`src/rtl/spi_cmd_decoder.sv`:
```
// SPI frame decoder: turns each 32-bit frame into a write/set/clear/read on a 16-bit config bank.
// Register update lands 3 SCLK edges after the toggle is seen; one frame may queue behind an active op, and a further one is dropped and flagged in ovr.
module spi_cmd_decoder #(
    parameter int NUM_REGS = 8
) (
    input  logic                    reset,
    input  logic                    SCLK,
    input  logic                    SS,
    input  logic [31:0]             frame_data,
    input  logic                    frame_tog,
    output logic                    MISO,
    output logic [NUM_REGS*16-1:0]  cfg_flat,
    output logic                    wr_pulse,
    output logic [7:0]              wr_addr,
    output logic [7:0]              err_cnt,
    output logic                    ovr
);
    localparam int AW = (NUM_REGS > 1) ? $clog2(NUM_REGS) : 1;

    localparam logic [3:0] OP_WRITE = 4'h1;
    localparam logic [3:0] OP_READ  = 4'h2;
    localparam logic [3:0] OP_SET   = 4'h3;
    localparam logic [3:0] OP_CLR   = 4'h4;

    typedef enum logic [1:0] {S_IDLE, S_EXEC, S_SHIFT} state_t;

    state_t        r_state;
    logic          r_tog_s1, r_tog_s2, r_tog_s3;
    logic [31:0]   r_cmd;
    logic          r_pend;
    logic [15:0]   r_rd_shift;
    logic [3:0]    r_bit_cnt;
    logic [15:0]   r_cfg [NUM_REGS];
    logic          r_wr_pulse;
    logic [7:0]    r_wr_addr;
    logic [7:0]    r_err_cnt;
    logic          r_ovr;

    logic          w_new;
    logic [3:0]    w_op;
    logic [3:0]    w_rsv;
    logic [7:0]    w_addr;
    logic [15:0]   w_data;
    logic [AW-1:0] w_idx;
    logic          w_legal;
    logic          w_is_rd;
    logic [15:0]   w_cur;
    logic [15:0]   w_upd;

    assign w_new   = r_tog_s2 ^ r_tog_s3;
    assign w_op    = r_cmd[31:28];
    assign w_rsv   = r_cmd[27:24];
    assign w_addr  = r_cmd[23:16];
    assign w_data  = r_cmd[15:0];
    assign w_idx   = w_addr[AW-1:0];
    assign w_is_rd = (w_op == OP_READ);
    assign w_legal = (w_op inside {OP_WRITE, OP_READ, OP_SET, OP_CLR}) &&
                     (w_rsv == 4'h0) && ({1'b0, w_addr} < 9'(NUM_REGS));
    // Only meaningful when w_legal; the index is not range-checked here.
    assign w_cur   = r_cfg[w_idx];

    always_comb begin
        w_upd = w_data;
        case (w_op)
            OP_SET:  w_upd = w_cur | w_data;
            OP_CLR:  w_upd = w_cur & ~w_data;
            default: w_upd = w_data;
        endcase
    end

    always_ff @(posedge SCLK or negedge reset) begin
        if (!reset) begin
            r_state    <= S_IDLE;
            r_tog_s1   <= 1'b0;
            r_tog_s2   <= 1'b0;
            r_tog_s3   <= 1'b0;
            r_cmd      <= '0;
            r_pend     <= 1'b0;
            r_rd_shift <= '0;
            r_bit_cnt  <= '0;
            r_wr_pulse <= 1'b0;
            r_wr_addr  <= '0;
            r_err_cnt  <= '0;
            r_ovr      <= 1'b0;
            for (int i = 0; i < NUM_REGS; i++) r_cfg[i] <= '0;
        end else begin
            r_tog_s1   <= frame_tog;
            r_tog_s2   <= r_tog_s1;
            r_tog_s3   <= r_tog_s2;
            r_wr_pulse <= 1'b0;
            case (r_state)
                S_IDLE: begin
                    if (w_new) begin
                        r_cmd   <= frame_data;
                        r_state <= S_EXEC;
                    end
                end
                S_EXEC: begin
                    if (!w_legal && r_err_cnt != 8'hFF) r_err_cnt <= r_err_cnt + 8'd1;
                    if (w_is_rd) begin
                        r_rd_shift <= w_legal ? w_cur : 16'hDEAD;
                        r_bit_cnt  <= 4'd15;
                        r_state    <= S_SHIFT;
                        if (w_new) begin
                            r_cmd  <= frame_data;
                            r_pend <= 1'b1;
                        end
                    end else begin
                        if (w_legal) begin
                            r_cfg[w_idx] <= w_upd;
                            r_wr_pulse   <= 1'b1;
                            r_wr_addr    <= w_addr;
                        end
                        // EXEC is never entered with pending set, so a frame arriving now runs next.
                        if (w_new) begin
                            r_cmd   <= frame_data;
                            r_state <= S_EXEC;
                        end else begin
                            r_state <= S_IDLE;
                        end
                    end
                end
                S_SHIFT: begin
                    if (w_new) begin
                        if (r_pend) r_ovr <= 1'b1;
                        else        r_cmd <= frame_data;
                    end
                    if (r_bit_cnt == 4'd0) begin
                        r_rd_shift <= '0;
                        r_pend     <= 1'b0;
                        r_state    <= (r_pend || w_new) ? S_EXEC : S_IDLE;
                    end else begin
                        r_rd_shift <= {r_rd_shift[14:0], 1'b0};
                        r_bit_cnt  <= r_bit_cnt - 4'd1;
                        if (w_new) r_pend <= 1'b1;
                    end
                end
                default: r_state <= S_IDLE;
            endcase
        end
    end

    for (genvar g = 0; g < NUM_REGS; g++) begin : g_flat
        assign cfg_flat[16*g +: 16] = r_cfg[g];
    end

    assign MISO     = SS ? 1'b0 : r_rd_shift[15];
    assign wr_pulse = r_wr_pulse;
    assign wr_addr  = r_wr_addr;
    assign err_cnt  = r_err_cnt;
    assign ovr      = r_ovr;

endmodule

```
`config.mk`:
```
export PLATFORM = sky130hd
export DESIGN_NAME = spi_cmd_decoder
export DESIGN_NICKNAME = d
export VERILOG_FILES = /design/src/rtl/spi_cmd_decoder.sv
export SDC_FILE = /design/constraint.sdc
export NUM_CORES = 1
export LEC_CHECK = 0
export BUFFER_PORTS_ARGS = -buffer_cell sky130_fd_sc_hd__buf_2
export CORE_ASPECT_RATIO = 0.7
export CORE_MARGIN = 3
export CORE_UTILIZATION = 40
export CTS_CLUSTER_SIZE = 28
export DETAILED_ROUTE_END_ITERATION = 8
export SLEW_MARGIN = 20
export SYNTH_ARGS = -nofsm -noshare
export SYNTH_HDL_FRONTEND = slang
export SYNTH_SLANG_ARGS = --single-unit
export TNS_END_PERCENT = 10
```
`constraint.sdc`:
```
create_clock -name SCLK -period 2.86 [get_ports SCLK]
set_clock_uncertainty 0.15 [all_clocks]
set_input_delay 0.286 -clock SCLK [delete_from_list [all_inputs] [get_ports SCLK]]
set_output_delay 0.286 -clock SCLK [all_outputs]
set_load 0.03 [all_outputs]
```
# Word-level counts from Yosys, hierarchy flattened
# Cells that the tools add are included.
# word_totals
input_bits,36
out_inout_bits,147
register_bits,204
# op_classes
order_cmp,3
add_sub_neg,2
n_bitwise,6
n_mux,32
n_eq_ne,14
reduce_logical,20
# op_table
op,n
128-bit bitwise mux,1
16-bit two-way mux,6
32-bit two-way mux,3
16-bit case mux with 2 select lines,2
32-bit case mux with 2 select lines,1
16-bit binary-select mux with 3-bit select,1
16-bit demux with 3-bit select,1
16-bit bitwise AND,1
16-bit inverter,1
16-bit bitwise OR,1
2-bit inequality test (second input constant),6
1-bit two-way mux,9
3-bit AND reduction,3
8-bit by 1-bit adder with 8-bit output (second input constant),1
4-bit by 2-bit == test with 1-bit output (second input constant),2
4-bit zero test,2
8-bit by 4-bit < comparator with 1-bit output (second input constant),1
4-bit two-way mux,2
8-bit inequality test (second input constant),1
4-bit case mux with 2 select lines,1
2-bit two-way mux,3
2-bit case mux with 3 select lines,1
2-bit AND reduction,3
4-bit by 1-bit == test with 1-bit output (second input constant),1
19 further kinds,23

# Depth between registers and ports, before layout
# Gate-level depths: netlist (run 1).
# logic_depth
depth_word,7
depth_mapped,8

# Worst setup path before layout (run 1)
# OpenSTA, ideal clock, no wires.
# synth_path
kind,reg-to-reg
start,reg r_cmd[28]
end,reg r_cfg (netlist bit cfg_flat[10])
path_slack_ns,0.271
required_ns,2.585
setup_time_ns,0.125
synth_period_minus_slack_ns,2.589
stages_incl_launch_ff,8
arrival_time_ns,2.314
cell_sequence,dfrtp_1 -> or3b_1 -> buf_2 -> a2111oi_4 -> nand4b_2 -> nor2_2 -> buf_4 -> mux2_2
# synth_between
elab_chain_len,5
# synth_lines
item,line_no,source
from (decl),29,logic [31:0] r_cmd;
from (signal assigned),94,r_cmd <= frame_data;
from (signal assigned),105,r_cmd <= frame_data;
from (signal assigned),116,r_cmd <= frame_data;
4-bit by 1-bit == test with 1-bit output (tied with other cells),57,"assign w_legal = (w_op inside {OP_WRITE, OP_READ, OP_SET, OP_CLR}) &&"
4-bit nonzero test,57,
1-bit logical AND,57,
1-bit logical AND,58,"(w_rsv == 4'h0) && ({1'b0, w_addr} < 9'(NUM_REGS));"
3-bit AND reduction (no line),-,
"to (signal, indexed assignment)",110,r_cfg[w_idx] <= w_upd;
to (decl),33,logic [15:0] r_cfg [NUM_REGS];
# Parallel ways exist; a longest one is shown, timed or not.
# A chain may end at the register's enable or synchronous reset.

# Final worst setup path (run 1)
# layout_path
start,reg r_cmd[30]
end,reg r_cfg (netlist bit cfg_flat[119])
# The elaborated chain is that of the path after synthesis.

==> flow_summary.ini, run 1 <==
[setup_path]
cp.buffers_inverters = 0
critPathMaxFanout = 16
path_cells = or3b_1 > a2111oi_4 > and4_4 > nand3_4 > mux2_2
cp.required_ps = 3090
crit_arrival_ps = 2850
start_kind = flip-flop
slowest_delay_ps = 450
worst_path_max_delay_cell = dfrtp_1
crit_path_end_kind = flip-flop
path_class = reg -> reg
cp_top_family = simple AND/OR/NAND/NOR gates

[worst_hold_path]
hold_class = reg -> reg

[detailed_routing]
drt-initial-drc-count = 546
routed_wirelength_um = 27150
ant_nets = 0
drtPass1Iterations = 4
via_per_inst = 5.406
post_drt_wl_per_cell_um = 21.26
drcViolationCount = 0
vias = 6904

[global_routing]
grt_pass1_wl_um = 41710
grt_antenna_before_repair = 0
grt_overflow = 0
grt_max_degree = 82
grt_pass1_vias = 6790
grt_use_total = 0.2121

[placed_design]
io_buffers = 182
post-dp-hpwl_um = 18750
dp.cells = 1207
place_congestion = 0.8464

[pwr]
p_sw_w = 0.002314
swShare = 0.3002
p_per_area_mw_per_mm2 = 654.5
p_seq_frac = 0.450
ir_worst_vdd_mv = 0.3807
clkPwrFrac = 0.353
leakage_nw = 6.085
p_int_w = 0.005393
pwr-share-comb = 0.197

[floorplanning]
core_sq_mm = 0.02224
fp.dieW_um = 188.2
rows = 45
die_h_um = 133.6
die-area_sq_mm = 0.02514
start_util = 0.4180
ios = 183

[finish]
nNetsFinal = 998
antennaDiodeCount = 0
nFillCells = 2000
layout.cells.non_filler = 1277
fin_util = 0.5295
area_growth_pct = 26.66
final_cell_mix = dfrtp_1, buf_2, mux2_2, mux2i_1, nand2_1
drive_above_1_share = 0.4218
layout_commonest_cell = dfrtp_1

[clocking]
cts_htree_levels = 1
clockRootBuffer = clkbuf_16
numCtsBuffers = 22
cts-resized-gates = 0
cts_sinks = 204
cts_buffer_depth = 3
insertion_delay_ps = 510
cts_tree = built
clk_pin_slew_ps = 60

[yosys]
ys_seq_area_frac = 0.5491
async_flop_share = 1.000
ys_types = 45
netlist.area_leader.share = 0.5491
synth_edf_count = 0
synth_area_sq_mm = 0.009296
synth_top_area_cell = dfrtp_1
ys_warn_count = 0
ys.flop_type = dfrtp_1
syn-num-nets = 766
ys_ff_latch = 204
synth.top_cells.by_area = dfrtp_1, mux2_2, mux2i_1, mux2_1, o22ai_1
avgSynthCellArea_sq_um = 12.77
syn_inst = 728

[timing]
finalHoldViolCount = 0
setup_viol_count_final = 0
tns_ps = 0
hold_ws_ps = 211.2
max-slew-margin-rel = 0.5090
timing.final.crit_share = 0.9144
tightest_slew_ps = 736.5
max_freq_mhz = 382.4
slew_viol_final = 0
rsz0062_at_grt = false
period_needed_ps = 2615

[status]
outcome = finished clean

[flow_run]
maxCapViolCount = 0
-- synth_stat cells, types with 3 or more instances --
cell type and n:
inv_1 5, dfrtp_1 204, nor3_1 15, clkbuf_1 22, o21ai_0 24, a21oi_1 16
nand3_1 7, buf_4 3, mux2i_1 64, buf_2 8, a211o_1 7, a211oi_1 9
buf_1 9, nor2_2 4, or3_1 5, mux2_1 20, nor2b_1 9, mux2_2 145
a22oi_1 9, xor2_1 8, nor2_1 21, nand2b_1 6, o22ai_1 31, buf_6 3
o21ai_1 7, nand2_1 40
-- repair_timing --
action | 4_1_cts | 5_1_grt
setup buffers | 0 | 0
hold endpoints to repair | 109 | 0
endpoints found under the setup margin | 0 | 0
hold buffers | 34 | 0
-- metal layers --
metal / track usage / vias up / part of all wire
met5: 0 / - / 0
met1: 0.3498 / 3520 / 0.53
met4: 0.03374 / 0 / 0.013
li1: - / 3131 / -
met3: 0.03209 / 25 / 0.055
met2: 0.2938 / 228 / 0.41
-- metrics by stage --
stage / power [W] / setup slack (ps) / instance area, sq um
finish: 0.007707 / 244.7 / 11780
global route: 0.008046 / 181.6 / 11780
CTS: 0.007757 / 294.7 / 11780
detailed placement: 0.004980 / 295.6 / 10760
global placement: 0.004960 / 312.2 / 10760
floorplan: 0.004417 / 271.1 / 9296
-- registers in the layout, summed over array words and instances, names as in the netlist --
name and cells:
cfg_flat 128, wr_addr 8, err_cnt 8, r_bit_cnt 4, r_tog_s3 1, wr_pulse 1
ovr 1, r_tog_s2 1, r_tog_s1 1, r_cmd 32, r_state 2, r_pend 1
r_rd_shift 16
-- path summary, 6_finish.rpt --
check / startpoint / end / slack, ps / depth (start not counted)
min in group asynchronous: reset / wr_addr[4] / 240 / 2
hold reg to reg: r_tog_s1 / r_tog_s2 / 210 / 0
hold / removal: r_tog_s1 / r_tog_s2 / 210 / 0
setup reg to reg: r_cmd[30] / cfg_flat[119] / 240 / 5
setup / recovery: r_cmd[30] / cfg_flat[119] / 240 / 5
max in group asynchronous: reset / r_cmd[16] / 1600 / 3
-- power groups by stage --
stage	combinational, W	clock, W	sequential (W)
finish	0.00152	0.00272	0.00347
global route	0.00164	0.00290	0.00351
CTS	0.00152	0.00278	0.00346
detailed placement	0.00147	0	0.00351
global placement	0.00145	0	0.00351
floorplan	0.000894	0	0.00352
-- area by class of cell --
cell class                      count  area [sq um]  share of cell area
Inverter                            5         18.77            0.001594
Sequential cell                   204          5109              0.4339
Multi-Input combinational cell    474          3966              0.3368
Clock buffer                       32         629.4             0.05345
Clock inverter                      4         45.04            0.003825
Timing Repair Buffer              253          1625              0.1380
Tap cell                          305         381.6             0.03241
-- cells by family after synthesis --
group,Yosys count,share of synthesized area
fa+ha+maj,2,0.002691
buf+inv,50,0.02490
mux,229,0.2688
simple gates,123,0.06904
xor+xnor,10,0.009422
flops,204,0.5491
compound gates,110,0.07604
-- worst register-to-register path, delay by kind of cell, from the launching register on --
family             cells  cell delay [ps]
DFF                    1              450
AOI/OAI and AO/OA      1              360
muxes                  1              420
and+or+nand+nor        3             1130
(Power assumes the default switching activity.)
==> run 2: changes to the inputs <==
- ABC_AREA: default -> 1
- HOLD_SLACK_MARGIN: default -> 0.1
- RECOVER_POWER: default -> 50
==> run 2 against run 1 <==
- largest power group unchanged
- clock power rose by 7%
- count of clock-buffer cells in the layout unchanged
- setup slack improved by 330 ps
- critical endpoint is now cfg_flat[34]
==> flow_summary.ini, run 2 <==
[status]
outcome = finished clean

[global_routing]
grt_max_degree = 73
grt_pass1_wl_um = 49970
grt_pass1_vias = 8479
grt_use_total = 0.2269
grt_antenna_before_repair = 0
grt_overflow = 0

[clocking]
cts_buffer_depth = 3
cts_htree_levels = 1
cts_sinks = 204
clk_pin_slew_ps = 60
insertion_delay_ps = 510
cts_setup_buffers = 0
cts_tree = built
numCtsBuffers = 23
clockRootBuffer = clkbuf_16

[yosys]
synth_edf_count = 0
synth.top_cells.by_area = dfrtp_1, nand2_1, inv_1, nand3_1, o21ai_0
yosys.area_share.simple = 0.3510
ys_types = 31
async_flop_share = 1.000
ys_ff_latch = 204
syn-num-nets = 1468
syn_inst = 1430
synth_top_family_by_area = simple AND/OR/NAND/NOR gates
synthXorXnorAreaFrac = 0.004227
synth_most_common_cell = nand2_1
avgSynthCellArea_sq_um = 7.245
netlist.area_leader.share = 0.4928
synth_area_sq_mm = 0.01036
yosys.area_share.adder = 0.002415
ys_seq_area_frac = 0.4928
synth_common_cells = nand2_1, dfrtp_1, inv_1
ys_warn_count = 0
ys.flop_type = dfrtp_1
synth_top_area_cell = dfrtp_1
synthMuxAreaShare = 0
synth_compound_area_frac = 0.04457

[pwr]
leakage_nw = 7.005
p_per_area_mw_per_mm2 = 811.8
ir_worst_vdd_mv = 0.4310

[timing]
max-slew-margin-rel = 0.2109
tightest_slew_ps = 1184
max_freq_mhz = 437.3
slew_viol_final = 0
tns_ps = 0
period_needed_ps = 2287
final.setup.worst_slack_ps = 573.0
rsz0062_at_grt = false
timing.final.crit_share = 0.7997
finalHoldViolCount = 0
hold_ws_ps = 206.3
setup_viol_count_final = 0

[finish]
area_growth_pct = 21.03
nNetsFinal = 1681
antennaDiodeCount = 0
drive_above_1_share = 0.1254
nFillCells = 2530
layout_commonest_cell = nand2_1
final_cell_mix = nand2_1, dfrtp_1, inv_1, buf_2, nand3_1
largest_reg_flops = 128

[detailed_routing]
ant_nets = 0
drt-initial-drc-count = 757
drtPass1Iterations = 5
via_per_inst = 4.769
post_drt_wl_per_cell_um = 16.02
vias = 9461
drcViolationCount = 0
routed_wirelength_um = 31780

[flow_run]
maxCapViolCount = 0

[placed_design]
post-dp-hpwl_um = 22600
io_buffers = 182
place_congestion = 0.8584
place_ws_ps = 628.3

[floorplanning]
rows = 48
fp.dieW_um = 198.4
core_sq_mm = 0.02504
die_h_um = 140.6
ios = 183
die-area_sq_mm = 0.02790
start_util = 0.4137

[worst_hold_path]
hold_class = in -> async

[setup_path]
startpoint = r_cmd[16]
rrSetupSlack_ps = 570
path_class = reg -> reg
reg2reg_from = r_cmd[16]
path_cells = inv_2 > buf_4 > nand2_1 > nand3_1 > nand2_1 > o21ai_0 > nand2_1 > nand2_1 > nand2_1
cpMostUsedCell = nand2_1
crit_path_end_kind = flip-flop
crit_arrival_ps = 2530
worst_path_max_delay_cell = dfrtp_2
start_kind = flip-flop
cp.required_ps = 3100
slowest_delay_ps = 430
critPathMaxFanout = 35
## run 2: cell types whose count changed after synthesis, moves of 10 or more
cell,previous run,this run
o21ai_0,24,49
mux2_1,20,0
a21oi_1,16,28
inv_1,5,199
nand2_1,40,698
nor3_1,15,3
nand3_1,7,82
mux2i_1,64,0
mux2_2,145,0
nor2_1,21,62
o22ai_1,31,0
nor2_4,0,10
## run 2: logic make-up after synthesis
logic type,count (synthesis)
AO/OA/AOI/OAI,89
buffers and inverters,255
XOR/XNOR,5
AND/OR/NAND/NOR,875
adder cells (fa/ha/maj),2
flip-flops,204
## run 2: area by class of cell
type	count	area, sq um	area share
sequential	204	5106	0.4072
clock inverter	9	75.07	0.005987
tap	325	406.6	0.03243
timing repair buffer	239	1350	0.1077
clock buffer	32	659.4	0.05259
multi-input combinational	971	4175	0.3330
inverter	204	765.7	0.06107
## run 2: metal layers
layer / global-route usage / wire, um / part of all wire / vias to the layer above
li1: - / - / - / 4727
met1: 0.3788 / 16380 / 0.52 / 4383
met2: 0.3100 / 12640 / 0.40 / 319
met3: 0.03368 / 2294 / 0.072 / 32
met4: 0.03722 / 453 / 0.014 / 0
met5: 0 / 0 / 0 / -
## run 2: worst max-delay path, delay by kind of cell (launching register included)
kind	cells	cell delay (ps)
simple gates	6	930
compound gates	1	160
flops	1	430
buf+inv	2	460
## run 2: through the flow
step | utilization | cell area [sq um] | instances | power, W
floorplan | - | 10360 | 1430 | 0.006019
global placement | 0.4625 | 11580 | 1909 | 0.007228
detailed placement | 0.4625 | 11580 | 1909 | 0.007257
CTS | 0.5054 | 12660 | 1984 | 0.01023
global route | 0.5006 | 12540 | 1984 | 0.01085
finish | 0.5006 | 12540 | 1984 | 0.01018
## run 2: final timing paths
kind,end,cells past startpoint
max,cfg_flat[34],9
min,cfg_flat[12],2
max reg2reg,cfg_flat[34],9
min reg2reg,r_tog_s2,0
max in group asynchronous,cfg_flat[114],3
min in group SCLK,r_tog_s2,0
## run 2: report_power, final
group / internal [W] / leakage, nW / switching [W]
sequential: 0.00333 / 2.69 / 0.000363
clock: 0.00170 / 0.362 / 0.00121
combinational: 0.000944 / 3.95 / 0.00263
## run 2: what timing repair did
item | 4_1_cts | 5_1_grt
hold buffers | 34 | 0
endpoints found under the hold margin | 101 | 0
gates resized for setup | 0 | 0
